**src/rtl/alksio_seq_if.sv**
```systemverilog
// ALU_SIO shift-linkage bus: microsequencer handshake, ALU status and the
// two low-true shift pads, grouped for the alksio_seq far-end sequencer.
interface alksio_seq_if #(
  parameter int CNT_W = 5
);
  logic             start_h;
  logic             dir_right_h;
  logic [1:0]       mode_h;
  logic [CNT_W-1:0] count_h;
  logic             link_in_h;
  logic             alu_sign_h;
  logic             alu_sio0_in_l;
  logic             alu_sio31_in_l;
  logic             alu_sio0_out_l;
  logic             alu_sio31_out_l;
  logic             alu_step_h;
  logic             busy_h;
  logic             done_h;
  logic             link_h;
  logic             ovf_h;

  modport slave (
    input  start_h, dir_right_h, mode_h, count_h, link_in_h,
           alu_sign_h, alu_sio0_in_l, alu_sio31_in_l,
    output alu_sio0_out_l, alu_sio31_out_l, alu_step_h,
           busy_h, done_h, link_h, ovf_h
  );

  modport master (
    output start_h, dir_right_h, mode_h, count_h, link_in_h,
           alu_sign_h, alu_sio0_in_l, alu_sio31_in_l,
    input  alu_sio0_out_l, alu_sio31_out_l, alu_step_h,
           busy_h, done_h, link_h, ovf_h
  );
endinterface

```
**src/rtl/alksio_seq.sv**
```systemverilog
// Far-end shift-linkage sequencer: drives the fill bit onto the entry pad,
// captures the exit-pad bit into the link register and counts shift steps.
module alksio_seq #(
  parameter int CNT_W = 5
) (
  input  logic         clk_h,
  input  logic         reset_l,
  alksio_seq_if.slave  bus
);

  typedef enum logic [1:0] {
    S_IDLE  = 2'd0,
    S_SHIFT = 2'd1,
    S_DONE  = 2'd2
  } state_t;

  state_t           r_state;
  state_t           w_next;
  logic             r_dir;
  logic [1:0]       r_mode;
  logic [CNT_W-1:0] r_remaining;
  logic             r_link;
  logic             r_ovf;
  logic             w_fill;
  logic             w_out_bit;
  logic             w_accept;

  assign w_accept  = (r_state == S_IDLE) && bus.start_h;
  assign w_out_bit = r_dir ? ~bus.alu_sio0_in_l : ~bus.alu_sio31_in_l;

  always_comb begin
    w_fill = 1'b0;
    unique case (r_mode)
      2'b00: w_fill = 1'b0;
      2'b01: w_fill = r_dir ? bus.alu_sign_h : 1'b0;
      2'b10: w_fill = r_link;
      2'b11: w_fill = 1'b1;
    endcase
  end

  always_ff @(posedge clk_h or negedge reset_l) begin
    if (!reset_l) r_state <= S_IDLE;
    else          r_state <= w_next;
  end

  always_comb begin
    w_next = r_state;
    unique case (r_state)
      S_IDLE:  if (bus.start_h) w_next = (bus.count_h != '0) ? S_SHIFT : S_DONE;
      S_SHIFT: if (r_remaining == CNT_W'(1)) w_next = S_DONE;
      S_DONE:  w_next = S_IDLE;
      default: w_next = S_IDLE;
    endcase
  end

  always_ff @(posedge clk_h or negedge reset_l) begin
    if (!reset_l) begin
      r_dir       <= 1'b0;
      r_mode      <= 2'b00;
      r_remaining <= '0;
      r_link      <= 1'b0;
      r_ovf       <= 1'b0;
    end else if (w_accept) begin
      r_link <= bus.link_in_h;
      r_ovf  <= 1'b0;
      if (bus.count_h != '0) begin
        r_dir       <= bus.dir_right_h;
        r_mode      <= bus.mode_h;
        r_remaining <= bus.count_h;
      end
    end else if (r_state == S_SHIFT) begin
      r_link      <= w_out_bit;
      r_remaining <= r_remaining - CNT_W'(1);
      // Arithmetic left overflows when a bit unlike the new sign leaves bit 31.
      if (r_mode == 2'b01 && !r_dir && (w_out_bit != bus.alu_sign_h))
        r_ovf <= 1'b1;
    end
  end

  always_comb begin
    bus.alu_sio0_out_l  = 1'b1;
    bus.alu_sio31_out_l = 1'b1;
    bus.alu_step_h      = 1'b0;
    bus.busy_h          = 1'b0;
    bus.done_h          = 1'b0;
    unique case (r_state)
      S_SHIFT: begin
        bus.busy_h     = 1'b1;
        bus.alu_step_h = 1'b1;
        if (r_dir) bus.alu_sio31_out_l = ~w_fill;
        else       bus.alu_sio0_out_l  = ~w_fill;
      end
      S_DONE: begin
        bus.busy_h = 1'b1;
        bus.done_h = 1'b1;
      end
      default: ;
    endcase
  end

  assign bus.link_h = r_link;
  assign bus.ovf_h  = r_ovf;

endmodule

```
**src/flat_wrapper.sv**
```systemverilog
// flat-port wrapper written by rule: the top's interface ports become plain ports
module alksio_seq_flat 
#(
  parameter int CNT_W = 5
)
  (clk_h, reset_l, bus_start_h, bus_dir_right_h, bus_mode_h, bus_count_h, bus_link_in_h, bus_alu_sign_h, bus_alu_sio0_in_l, bus_alu_sio31_in_l, bus_alu_sio0_out_l, bus_alu_sio31_out_l, bus_alu_step_h, bus_busy_h, bus_done_h, bus_link_h, bus_ovf_h);
  alksio_seq_if #(.CNT_W(CNT_W)) bus_i ();
  input  logic clk_h;
  input  logic reset_l;
  input wire logic [$bits(bus_i.start_h)-1:0] bus_start_h;
  input wire logic [$bits(bus_i.dir_right_h)-1:0] bus_dir_right_h;
  input wire logic [$bits(bus_i.mode_h)-1:0] bus_mode_h;
  input wire logic [$bits(bus_i.count_h)-1:0] bus_count_h;
  input wire logic [$bits(bus_i.link_in_h)-1:0] bus_link_in_h;
  input wire logic [$bits(bus_i.alu_sign_h)-1:0] bus_alu_sign_h;
  input wire logic [$bits(bus_i.alu_sio0_in_l)-1:0] bus_alu_sio0_in_l;
  input wire logic [$bits(bus_i.alu_sio31_in_l)-1:0] bus_alu_sio31_in_l;
  output wire logic [$bits(bus_i.alu_sio0_out_l)-1:0] bus_alu_sio0_out_l;
  output wire logic [$bits(bus_i.alu_sio31_out_l)-1:0] bus_alu_sio31_out_l;
  output wire logic [$bits(bus_i.alu_step_h)-1:0] bus_alu_step_h;
  output wire logic [$bits(bus_i.busy_h)-1:0] bus_busy_h;
  output wire logic [$bits(bus_i.done_h)-1:0] bus_done_h;
  output wire logic [$bits(bus_i.link_h)-1:0] bus_link_h;
  output wire logic [$bits(bus_i.ovf_h)-1:0] bus_ovf_h;
  assign bus_i.start_h = bus_start_h;
  assign bus_i.dir_right_h = bus_dir_right_h;
  assign bus_i.mode_h = bus_mode_h;
  assign bus_i.count_h = bus_count_h;
  assign bus_i.link_in_h = bus_link_in_h;
  assign bus_i.alu_sign_h = bus_alu_sign_h;
  assign bus_i.alu_sio0_in_l = bus_alu_sio0_in_l;
  assign bus_i.alu_sio31_in_l = bus_alu_sio31_in_l;
  assign bus_alu_sio0_out_l = bus_i.alu_sio0_out_l;
  assign bus_alu_sio31_out_l = bus_i.alu_sio31_out_l;
  assign bus_alu_step_h = bus_i.alu_step_h;
  assign bus_busy_h = bus_i.busy_h;
  assign bus_done_h = bus_i.done_h;
  assign bus_link_h = bus_i.link_h;
  assign bus_ovf_h = bus_i.ovf_h;
  alksio_seq #(.CNT_W(CNT_W)) u_core (.clk_h(clk_h), .reset_l(reset_l), .bus(bus_i));
endmodule
```
**config.mk**
```make
export PLATFORM = sky130hd
export DESIGN_NAME = alksio_seq_flat
export DESIGN_NICKNAME = d
export VERILOG_FILES = /design/src/rtl/alksio_seq_if.sv /design/src/rtl/alksio_seq.sv /design/src/flat_wrapper.sv
export SDC_FILE = /design/constraint.sdc
export NUM_CORES = 1
export LEC_CHECK = 0
export CAP_MARGIN = 20
export CORE_MARGIN = 2
export CORE_UTILIZATION = 35
export CTS_CLUSTER_DIAMETER = 80
export DETAILED_ROUTE_END_ITERATION = 7
export PLACE_DENSITY = 0.72
export SYNTH_ARGS = -nofsm -noshare
export SYNTH_HDL_FRONTEND = slang
export SYNTH_SLANG_ARGS = --single-unit
```
**constraint.sdc**
```tcl
create_clock -name clk_h -period 3.2 [get_ports clk_h]
set_input_delay 0.32 -clock clk_h [delete_from_list [all_inputs] [get_ports clk_h]]
set_output_delay 0.32 -clock clk_h [all_outputs]
set_load 0.005 [all_outputs]
```
==> results of run 1 <==
==> worst paths after layout <==
kind	from	endpoint
worst max-delay path	u_core.r_state[1]	bus_alu_sio0_out_l
worst min-delay path	reset_l	u_core.r_remaining[3]
worst max register to register	u_core.r_state[1]	u_core.r_remaining[3]
worst min register to register	u_core.bus.ovf_h	u_core.bus.ovf_h
max in group asynchronous	reset_l	u_core.r_mode[0]
min in group clk_h	u_core.bus.ovf_h	u_core.bus.ovf_h
==> cell type report <==
cell class / instances / area, sq um
fillers: 183 / 998
repair buffers: 21 / 210
well taps: 27 / 33.8
multi-input cells: 55 / 430
flip-flops and latches: 12 / 300
clock buffers: 3 / 22.5
inverters: 7 / 26.3
==> cells in the mapped netlist (2+ instances only) <==
cell and count:
inv_1 7, or3_1 2, a221o_1 3, mux2i_1 2, nor2_1 6, o211ai_1 2
nand2_1 5, o22ai_1 2, mux2_2 3, dfrtp_1 12, a21oi_1 4, ha_1 5
==> sequential cells by signal, summed over array words and instances (netlist names) <==
register            cells
u_core.r_remaining      5
u_core.r_state          2
u_core.bus.link_h       1
u_core.r_mode           2
u_core.r_dir            1
u_core.bus.ovf_h        1
==> logic make-up (layout without fill, tap and decap cells) <==
group	Yosys count	after routing	share of synthesized area (%)
XOR/XNOR	1	1	1.14
adder cells (fa/ha/maj)	5	5	8.17
multiplexers	5	5	7.03
buffers and inverters	9	31	4.57
flip-flops	12	12	39.2
AO/OA/AOI/OAI	20	20	20.4
AND/OR/NAND/NOR	24	24	19.4
==> power by group <==
part,internal (mW),switching (mW)
logic,0.238,0.186
registers,0.224,0.0779
clock network,0.0435,0.0469
total,0.506,0.311
==> metal layers <==
| metal | part of all wire [%] | up-vias | global-route usage (%) |
|---|---|---|---|
| li1 | - | 336 | - |
| met1 | 46 | 324 | 19.1 |
| met2 | 49 | 12 | 25.4 |
| met3 | 3.1 | 4 | 2.68 |
| met4 | 2.1 | 0 | 6.76 |
| met5 | 0 | - | 0 |
==> critical path: cells and delay by family, from the launching register on <==
family                     cells  cell delay [ps]
buffers and inverters          2              570
adders and majority gates      1              450
DFF                            1              400
AOI/OAI and AO/OA              1              180
==> results.py, run 1 <==
metrics = {
    "clock_network": {
        "cts_setup_buffers": 0,
        "cts_root_buffer": "clkbuf_4",
        "cts.sinks": 12,
        "clk_latency_ps": 270,
        "cts_max_path_buffers": 2,
        "clkTransAtPathRegs_ps": 70,
        "hold_buffers": 0,
        "cts_tree": "done",
        "cts_buffers": 3,
        "post_cts_resize_count": 0,
        "cts_htree_levels": 1,
    },
    "place": {
        "hpwl_um": 1320,
        "portBuffers": 21,
        "place_area_sq_um": 1000,
        "gp_congestion": 0.827,
        "dp.cells": 122,
        "pre_cts_ws_ps": 1240,
    },
    "synth": {
        "ys_seq_area_share_pct": 39.2,
        "synth_cell_type_count": 35,
        "syn_nets": 96,
        "syn_area_sq_um": 766,
        "synthFlopType": "dfrtp_1",
        "synthArstFlopShare_pct": 100,
        "synth_top_area_share_pct": 39.2,
        "synth_edf_count": 0,
        "yosys_register_bits": 12,
        "avgSynthCellArea_sq_um": 10.1,
        "netlist_instances": 76,
        "synth_area_leaders": "dfrtp_1, ha_1, mux2_2",
        "yosys_warnings": 0,
        "yosysTopAreaCell": "dfrtp_1",
    },
    "sta": {
        "rsz0062_at_grt": "no",
        "final-max-slew-violation-count": 0,
        "max_clock_freq_ghz": 0.457,
        "fin_crit_ps": 2190,
        "setup_violations": 0,
        "setup_tns_ps": 0,
        "hold_viol": 0,
        "relSlewSlack_pct": 63.8,
        "worstMarginPinSlew_ps": 542,
        "fin_crit_sh_pct": 68.4,
        "holdWs_ps": 400,
        "fin_ws_ps": 1010,
        "final.setup_skew_ps": 5.11,
    },
    "min_path": {
        "hold_path_class": "in -> async",
    },
    "setup_path": {
        "crit_chain": "inv_1 > ha_1 > o2111ai_1 > clkdlybuf4s50_1",
        "r2r_cells": 5,
        "cp-start-kind": "flop",
        "path_class": "reg -> out",
        "critPathMaxFanout": 13,
        "critPathArrivalTime_ps": 1870,
        "cp_slowest_cell": "clkdlybuf4s50_1",
        "required_ps": 2880,
        "r2r_slack_ps": 1190,
        "slowest_delay_ps": 480,
        "endpoint_kind": "output pin",
    },
    "pwr": {
        "p_total_mw": 0.816,
        "powerDensity_nw_per_um2": 798,
        "peakVddDrop_v": 0.000370,
        "p_leak_nw": 0.417,
    },
    "drt": {
        "wire_per_inst_um": 13.4,
        "routed_wl_um": 1670,
        "drt_iter0_drc": 15,
        "num_vias": 676,
        "drc": 0,
        "dr.pass1.iters": 4,
        "antenna_left": 0,
        "viasPerCell": 5.41,
    },
    "global_route": {
        "grt_max_degree": 14,
        "grt_pass1_vias": 684,
        "grt_pass1_wl_um": 2950,
        "gr-usage-all-layers_pct": 15.2,
        "overflow": 0,
        "antenna_found_initial": 0,
    },
    "cells_and_area": {
        "antenna_cells": 0,
        "area_growth_pct": 33.7,
        "fin_area_sq_um": 1020,
        "final_common_cell": "clkdlybuf4s50_1",
        "drive_gt1_share_pct": 11.2,
        "final_cell_mix": "clkdlybuf4s50_1, dfrtp_1, inv_1, nor2_1",
        "fin_util_pct": 50.6,
        "stdcell_count": 125,
        "final_nets": 120,
    },
    "floorplan": {
        "placementRows": 16,
        "die-area_sq_um": 2580,
        "start_util_pct": 37.9,
        "io_pins": 22,
        "die_w_um": 50.8,
        "core_area_sq_um": 2020,
        "die_h_um": 50.8,
    },
    "outcome": {
        "run_status": "complete, no violations",
    },
    "job": {
        "drv_cap": 0,
    },
}
Power figures use the tool's default switching activity.
==> run 2, diff against run 1 <==
Clock period 3.2 ns to 2.2 ns, I/O delays scaled along.
==> run 2 against run 1 <==
  * Combinational power grew 46%
  * Die area stayed put
  * Wire length grew 7.5%
  * Largest power group unchanged
  * Register-to-register slack got worse by 800 ps
==> results.py, run 2 (synthesis gave the netlist of run 1 again) <==
metrics = {
    "clock_network": {
        "cts_max_path_buffers": 2,
        "cts.sinks": 12,
        "cts_tree": "done",
        "cts_htree_levels": 1,
        "hold_buffers": 0,
        "cts_buffers": 3,
        "cts_root_buffer": "clkbuf_4",
        "clkTransAtPathRegs_ps": 80,
        "clk_latency_ps": 270,
    },
    "cells_and_area": {
        "final_common_cell": "clkdlybuf4s50_1",
        "fillers": 196,
        "area_growth_pct": 35.8,
        "drive_gt1_share_pct": 13.1,
        "antenna_cells": 0,
        "final_nets": 120,
        "regMostFlops": "u_core.r_remaining",
        "final_cell_mix": "clkdlybuf4s50_1, dfrtp_1, inv_1, nor2_1, nand2_1",
        "largest_reg_flops": 5,
        "top_regs": "u_core.r_remaining: 5 flops, u_core.r_mode: 2 flops, u_core.r_state: 2 flops",
        "fin_area_sq_um": 1040,
        "stdcell_count": 126,
        "fin_util_pct": 51.4,
    },
    "global_route": {
        "overflow": 0,
        "grt_pass1_wl_um": 2930,
        "gr-usage-all-layers_pct": 15.0,
        "antenna_found_initial": 0,
        "grt_max_degree": 14,
        "grt_pass1_vias": 641,
    },
    "setup_path": {
        "crit_chain": "inv_1 > ha_2 > o2111ai_1 > clkdlybuf4s50_1",
        "cp_slowest_cell": "clkdlybuf4s50_1",
        "cp-start-kind": "flop",
        "endpoint_kind": "output pin",
        "path_class": "reg -> out",
        "regToRegStartpoint": "u_core.r_state[0]",
        "path_delay_family": "buffers and inverters",
        "required_ps": 1980,
        "cp-startpoint": "u_core.r_state[1]",
        "slowest_delay_ps": 460,
        "critPathMaxFanout": 13,
        "critPathArrivalTime_ps": 1720,
        "cp_num_buf_inv": 2,
    },
    "drt": {
        "dr.pass1.iters": 4,
        "num_vias": 674,
        "drc": 0,
        "drt_iter0_drc": 13,
        "routed_wl_um": 1800,
        "antenna_left": 0,
        "wire_per_inst_um": 14.3,
        "viasPerCell": 5.35,
    },
    "sta": {
        "relSlewSlack_pct": 61.2,
        "rsz0062_at_grt": "no",
        "final-max-slew-violation-count": 0,
        "final.setup_skew_ps": 5.70,
        "fin_crit_ps": 1940,
        "setup_tns_ps": 0,
        "fin_ws_ps": 261,
        "hold_viol": 0,
        "fin_crit_sh_pct": 88.1,
        "setup_violations": 0,
        "worstMarginPinSlew_ps": 581,
        "max_clock_freq_ghz": 0.516,
        "holdWs_ps": 315,
    },
    "pwr": {
        "powerDensity_nw_per_um2": 1200,
        "p_leak_nw": 0.422,
        "peakVddDrop_v": 0.000513,
        "p_total_mw": 1.24,
    },
    "place": {
        "pre_cts_ws_ps": 301,
        "hpwl_um": 1330,
        "gp_congestion": 0.830,
        "portBuffers": 21,
        "place_area_sq_um": 1000,
        "dp.cells": 122,
    },
    "floorplan": {
        "die-area_sq_um": 2580,
        "core_area_sq_um": 2020,
        "die_h_um": 50.8,
        "io_pins": 22,
        "die_w_um": 50.8,
        "start_util_pct": 37.9,
        "placementRows": 16,
    },
    "outcome": {
        "run_status": "complete, no violations",
    },
    "min_path": {
        "hold_path_class": "in -> async",
    },
    "job": {
        "drv_cap": 0,
    },
}
-- run 2: changes by cell type in the layout (fill, tap and decap cells not counted) --
cell	change
ha_2	+1
clkbuf_8	+1
ha_1	-1
-- run 2: power breakdown --
group / total (mW) / switching, mW / internal (mW)
Combinational: 0.618 / 0.270 / 0.348
Sequential: 0.450 / 0.123 / 0.326
Clock: 0.176 / 0.0759 / 0.100
Total: 1.24 / 0.469 / 0.775
-- run 2: path summary, 6_finish.rpt --
check                                        endpoint  slack (ps)  cells past startpoint
worst max-delay path               bus_alu_sio0_out_l         260                      4
worst min-delay path            u_core.r_remaining[3]         310                      1
worst max register to register       u_core.r_mode[0]         390                      5
worst min register to register       u_core.bus.ovf_h         520                      2
max in group asynchronous            u_core.r_mode[1]        1500                      1
min in group clk_h                   u_core.bus.ovf_h         520                      2
-- run 2: per-layer routing --
layer	share of wire (%)	vias to the layer above	track usage, %	routed length (um)
met5	0	-	0	0
met4	1.1	0	5.41	20
met3	3.1	2	2.08	55
met2	51	10	25.2	913
met1	45	331	19.4	806
li1	-	331	-	-
-- run 2: cell type report --
cell class                      instances  area, sq um  area share (%)
Clock buffer                            4         36.3            3.49
Inverter                                7         26.3            2.53
Multi-Input combinational cell         55          433            41.6
Sequential cell                        12          300            28.9
Tap cell                               27         33.8            3.25
Timing Repair Buffer                   21          210            20.2
-- run 2: timing repair --
item	CTS	global route
setup buffers	0	0
gates resized for setup	0	1
setup endpoints to repair	0	2
==> run 3, diff against run 2 <==
Settings changed: SKIP_LAST_GASP from default to 1, SLEW_MARGIN from default to 25.
==> results of run 3 <==
Final layout, timing and power as in run 2 (identical DEF).
